**src/rtl/pipe_em_stage.sv**
```systemverilog
// EX->MEM stage register with valid/ready, optional skid entry, flush.
// Define PIPE_EM_PERF_EN to add the stall_cnt/bubble_cnt counters.
module pipe_em_stage #(
  parameter int DW   = 32,
  parameter int RW   = 5,
  parameter int SKID = 1
) (
  input  logic          clock,
  input  logic          resetn,
  input  logic          e_valid,
  output logic          e_ready,
  input  logic          ewreg,
  input  logic          em2reg,
  input  logic          ewmem,
  input  logic [DW-1:0] ealu,
  input  logic [DW-1:0] eb,
  input  logic [RW-1:0] ern,
  input  logic          flush,
  output logic          m_valid,
  input  logic          m_ready,
  output logic          mwreg,
  output logic          mm2reg,
  output logic          mwmem,
  output logic [DW-1:0] malu,
  output logic [DW-1:0] mb,
  output logic [RW-1:0] mrn
`ifdef PIPE_EM_PERF_EN
  ,
  output logic [31:0]   stall_cnt,
  output logic [31:0]   bubble_cnt
`endif
);

  localparam int EW = 3 + 2 * DW + RW;

  logic [EW-1:0] in_w;
  logic [EW-1:0] h_q, h_d;
  logic [EW-1:0] s_q, s_d;
  logic          hv_q, hv_d;
  logic          sv_q, sv_d;
  logic          acc, ret;
  logic          h_wreg, h_m2reg, h_wmem;

  assign in_w = {ewreg, em2reg, ewmem, ealu, eb, ern};

  assign e_ready = (SKID != 0) ? !sv_q
                               : (!hv_q | m_ready);
  assign acc = e_valid & e_ready;
  assign ret = hv_q & m_ready;

  always_comb begin
    hv_d = hv_q;
    sv_d = sv_q;
    h_d  = h_q;
    s_d  = s_q;
    if (flush) begin
      hv_d = 1'b0;
      sv_d = 1'b0;
    end else if (SKID != 0) begin
      if (!hv_q) begin
        if (acc) begin
          hv_d = 1'b1;
          h_d  = in_w;
        end
      end else if (ret) begin
        if (sv_q) begin
          h_d  = s_q;
          sv_d = 1'b0;
        end else if (acc) begin
          h_d = in_w;
        end else begin
          hv_d = 1'b0;
        end
      end else if (acc) begin
        s_d  = in_w;
        sv_d = 1'b1;
      end
    end else begin
      if (acc) begin
        hv_d = 1'b1;
        h_d  = in_w;
      end else if (ret) begin
        hv_d = 1'b0;
      end
    end
  end

  always_ff @(posedge clock or negedge resetn) begin
    if (!resetn) begin
      hv_q <= 1'b0;
      sv_q <= 1'b0;
      h_q  <= '0;
      s_q  <= '0;
    end else begin
      hv_q <= hv_d;
      sv_q <= sv_d;
      h_q  <= h_d;
      s_q  <= s_d;
    end
  end

  assign {h_wreg, h_m2reg, h_wmem, malu, mb, mrn} = h_q;

  // Controls are gated so an empty stage never issues writes.
  assign m_valid = hv_q;
  assign mwreg   = h_wreg  & hv_q;
  assign mm2reg  = h_m2reg & hv_q;
  assign mwmem   = h_wmem  & hv_q;

`ifdef PIPE_EM_PERF_EN
  logic [31:0] stall_cnt_q;
  logic [31:0] bubble_cnt_q;

  always_ff @(posedge clock or negedge resetn) begin
    if (!resetn) begin
      stall_cnt_q  <= '0;
      bubble_cnt_q <= '0;
    end else begin
      if (hv_q && !m_ready && stall_cnt_q != 32'hFFFF_FFFF)
        stall_cnt_q <= stall_cnt_q + 32'd1;
      if (!hv_q && bubble_cnt_q != 32'hFFFF_FFFF)
        bubble_cnt_q <= bubble_cnt_q + 32'd1;
    end
  end

  assign stall_cnt  = stall_cnt_q;
  assign bubble_cnt = bubble_cnt_q;
`endif

endmodule
```
**config.mk**
```make
export PLATFORM = sky130hd
export DESIGN_NAME = pipe_em_stage
export DESIGN_NICKNAME = d
export VERILOG_FILES = /design/src/rtl/pipe_em_stage.sv
export SDC_FILE = /design/constraint.sdc
export NUM_CORES = 1
export LEC_CHECK = 0
export CAP_MARGIN = 20
export CORE_MARGIN = 2
export CORE_UTILIZATION = 55
export CTS_BUF_LIST = sky130_fd_sc_hd__clkbuf_8 sky130_fd_sc_hd__clkbuf_16
export CTS_CLUSTER_SIZE = 16
export DETAILED_ROUTE_END_ITERATION = 10
export HOLD_SLACK_MARGIN = 0.05
export PLACE_DENSITY = 0.95
export SKIP_LAST_GASP = 1
export SYNTH_ARGS = -nofsm -noshare
export SYNTH_HDL_FRONTEND = slang
export SYNTH_SLANG_ARGS = --single-unit
```
**constraint.sdc**
```tcl
create_clock -name clock -period 3.1 [get_ports clock]
set_input_delay 0.465 -clock clock [delete_from_list [all_inputs] [get_ports clock]]
set_output_delay 0.465 -clock clock [all_outputs]
set_load 0.02 [all_outputs]
```
# After elaboration in Yosys (flattened, before gate mapping)
# Index checks and enable logic that the tools add are counted.
dict set report totals {
  inputBits 77
  output_inout_bits 74
  register_bits 146
}
dict set report classes {
  bitwise_logic 7
  n_mux 13
  reduce_logical 6
  n_eq_ne 1
}
# operator n
set ops {}
lappend ops {{2-to-1 mux 72 bit} 4}
lappend ops {{2-to-1 mux 1 bit} 9}
lappend ops {{bitwise AND 1 bit} 5}
lappend ops {{AND reduction 2 bit} 2}
lappend ops {{AND reduction 4 bit} 1}
lappend ops {{nonzero test 3 bit} 1}
lappend ops {{inequality test 2 x 1 -> 1 bit, second input constant} 1}
lappend ops {{NOT 1 bit} 2}
lappend ops {{nonzero test 2 bit} 1}
lappend ops {{zero test 1 bit} 1}

# Longest topological paths before layout
dict set report depth {
  word_depth 7
  ltp_mapped 5
  ltp_nobuf 3
}

# Worst setup path before layout
# No wires, ideal clock.
dict set report synth_timing {
  path_kind {register to register}
  from {register hv_q, in the netlist m_valid}
  to {register h_q[0]}
  setup_time_ns 0.073
  n_path_buf 2
  path_stages_with_launch 6
  setup_slack_ns 1.431
  arrival_ns 1.596
  path_cell_list {dfrtp_1 > buf_4 > nand2_2 > a221oi_4 > buf_6 > a2bb2oi_2}
}
dict set report synth_between {
  elab_chain_cells 3
}
# element line_no
set synth_rtl {}
lappend synth_rtl {{from (decl)} 39} ;# logic hv_q, hv_d;
lappend synth_rtl {{from (signal assigned)} 95} ;# hv_q <= hv_d;
lappend synth_rtl {{bitwise AND 1 bit} 49} ;# assign ret = hv_q & m_ready;
lappend synth_rtl {{inequality test 2 x 1 -> 1 bit (no line)} n/a}
lappend synth_rtl {{AND reduction 2 bit (no line)} n/a}
lappend synth_rtl {{to (signal assigned)} 92} ;# h_q <= '0;
lappend synth_rtl {{to (signal assigned)} 97} ;# h_q <= h_d;
lappend synth_rtl {{to (decl)} 37} ;# logic [EW-1:0] h_q, h_d;
# Several ways; a longest one is shown, not always the timed one.
# A chain may end at the register's enable or synchronous reset.

# Final worst setup path
dict set report layout_timing {
  from {register hv_q, in the netlist m_valid}
  to {output port mm2reg}
}
dict set report layout_between {
  elab_chain_cells 1
}
# element line_no
set layout_rtl {}
lappend layout_rtl {{bitwise AND 1 bit} 107} ;# assign mm2reg = h_m2reg & hv_q;
lappend layout_rtl {{to (decl)} 22} ;# output logic mm2reg,
# No other way between the ends.

==> impl_metrics.json <==
{
  "netlist_area_mm2": 0.00682,
  "grt_usage": 0.239,
  "grt_setup_unrepaired": "no",
  "p_switching_uw": 1690,
  "initial_core_util": 0.565,
  "numCtsBuffers": 17,
  "fin_nets": 635,
  "worstSetupStartpointType": "register",
  "r2r_cells": 4,
  "dp_hpwl_um": 9500,
  "fin_cells": 738,
  "cts_tree": "built",
  "root_buffer": "clkbuf_16",
  "overflow": 0,
  "end_kind": "primary output",
  "crit_fanout": 11,
  "worst_slew_pin_slew_ns": 0.849,
  "cp_cell_sequence": "and2_1 > clkdlybuf4s50_1",
  "antenna_found_initial": 0,
  "chipHeight_um": 115,
  "hold_end": "s_q[2]$_DFFE_PN0P_",
  "clock_path_buffers": 2,
  "antenna_left": 0,
  "p_clk_frac": 0.314,
  "critPathLaunch": "m_valid$_DFF_PN0_",
  "wl_per_cell_um": 20.6,
  "power_frac_seq": 0.431,
  "hold_violations": 0,
  "yosysWarnings": 0,
  "power.leakage_uw": 0.00349,
  "synth.avg_cell_area_um2": 14.1,
  "area_growth_pct": 26.0,
  "critical_path_arrival_ns": 1.97,
  "cts_sinks": 146,
  "setup_violations": 0,
  "max_freq_mhz": 411,
  "drc_errors": 0,
  "synth_seq_cells": 146,
  "clk_latency_ns": 0.42,
  "first_global_vias": 4634,
  "dp_cells": 706,
  "power_uw": 6160,
  "post_cts_resized": 0,
  "fp.dieW_um": 115,
  "wl_um": 15200,
  "drv_cap": 0,
  "grt_first_pass_wirelength_um": 24000,
  "die_area_mm2": 0.0133,
  "synth_cell_types": 20,
  "netlist_instances": 483,
  "outcome": "finished clean",
  "gp_congestion": 0.805,
  "grt_max_degree": 86,
  "layout_common_cells": "clkdlybuf4s50_1 (149), dfrtp_1 (146), o22ai_1 (72), mux2_2 (72), a2bb2oi_2 (70)",
  "critPathRequiredTime_ns": 2.63,
  "h-tree-depth": 4,
  "fin_setup_tns_ns": 0,
  "dr_total_vias": 4329,
  "routed_via_density": 5.87,
  "seq_area_frac_synth": 0.536,
  "clk_pin_slew_worst_paths_ns": 0.06,
  "io_buffers": 150,
  "p_comb_frac": 0.256,
  "critPathKind": "reg2out",
  "power.internal_uw": 4470,
  "slew_headroom": 0.434,
  "hold_depth": 1,
  "crit_path_max_incr_delay_ns": 0.69,
  "fin_crit_ns": 2.43,
  "timing.rr.end": "h_q[21]$_DFFE_PN0P_",
  "finalMaxSlewViolations": 0,
  "core-area_mm2": 0.0121,
  "reg2reg_from": "m_valid$_DFF_PN0_",
  "diodes": 0,
  "drive_gt1_frac": 0.326,
  "period_share": 0.785,
  "reg2reg_slack_ns": 1.06,
  "hold_start": "s_q[2]$_DFFE_PN0P_",
  "io_pins": 151,
  "irDropWorstVdd_mv": 0.475,
  "first_iter_violations": 273,
  "crit_path_top_delay_cell": "dfrtp_1",
  "dr.pass1.iters": 4,
  "hold_path_class": "reg2reg",
  "syn_nets": 560,
  "rows": 40,
  "switching_share": 0.275,
  "power_density_mw_per_mm2": 718,
  "clock-skew-final_ns": 0.00563,
  "final_common_cell": "clkdlybuf4s50_1"
}
[sequential cells by signal (all words and copies together), names as in the netlist]
name	flops
m_valid	1
h_q	72
s_q	72
sv_q	1
[worst max-delay path, delay by kind of cell, from the launching register on]
family,cells,cell delay (ns)
flip-flops,1,0.69
AND/OR/NAND/NOR,1,0.21
buffers and inverters,1,0.65
[area by class of cell]
cell class / count / area (um^2)
Sequential cell: 146 / 3650
Fill cell: 759 / 3470
Multi-Input combinational cell: 229 / 2450
Timing Repair Buffer: 162 / 1710
Clock buffer: 22 / 494
Tap cell: 168 / 210
Clock inverter: 9 / 65.1
Inverter: 2 / 7.51
[power groups by stage]
stage / clock, uW / sequential (uW) / combinational, uW
6_report: 1930 / 2650 / 1580
5_1_grt: 2040 / 2700 / 1660
4_1_cts: 1960 / 2650 / 1590
3_5_place_dp: 0 / 2680 / 1580
3_3_place_gp: 0 / 2630 / 1520
2_1_floorplan: 0 / 2580 / 1210
[worst max path at each step]
stage	endpoint	slack [ns]
final	mm2reg	0.67
after global routing	mwmem	0.60
after CTS	mm2reg	0.67
after detailed placement	h_q[45]$_DFFE_PN0P_	0.77
after global placement	h_q[14]$_DFFE_PN0P_	0.85
after floorplan	h_q[0]$_DFFE_PN0P_	1.43
[cell usage after synthesis (all sizes together)]
cell type | n | share of area
nor3 | 1 | 0.00073
a21oi | 3 | 0.0022
a221oi | 1 | 0.0039
nand2 | 1 | 0.00092
mux2 | 72 | 0.12
nand2b | 1 | 0.00092
a211oi | 1 | 0.0011
buf | 93 | 0.10
a2bb2oi | 72 | 0.16
o21ai | 1 | 0.00073
o22ai | 72 | 0.066
and2 | 3 | 0.0028
inv | 2 | 0.0011
clkbuf | 13 | 0.0072
dfrtp | 146 | 0.54
nand3 | 1 | 0.00073
[per-layer routing]
layer / global-route usage / part of all wire
met4: 0.107 / 0.024
met1: 0.288 / 0.42
met3: 0.0685 / 0.051
met5: 0 / 0
met2: 0.401 / 0.50
[cell families (layout without fill, tap and decap cells)]
logic type	after synthesis	in the layout	share of synthesized area
compound gates	150	150	0.231
simple gates	7	7	0.00606
mux	72	72	0.119
flops	146	146	0.536
buf+inv	108	195	0.108
[metrics by stage]
| stage | util | hold slack (ns) | setup WS, ns | area [um^2] |
|---|---|---|---|---|
| finish | 0.712 | 0.505 | 0.666 | 8590 |
| global placement | 0.665 | 0.466 | 0.851 | 8020 |
| global route | 0.712 | 0.514 | 0.597 | 8590 |
| CTS | 0.712 | 0.506 | 0.669 | 8590 |
| detailed placement | 0.665 | 0.480 | 0.774 | 8020 |
| floorplan | - | 0.169 | 1.43 | 6820 |
[timing repair]
action	CTS	global route
buffers inserted	0	0
hold endpoints to repair	55	0
hold buffers	1	0
Note: power is estimated with default switching activity, not from simulation.
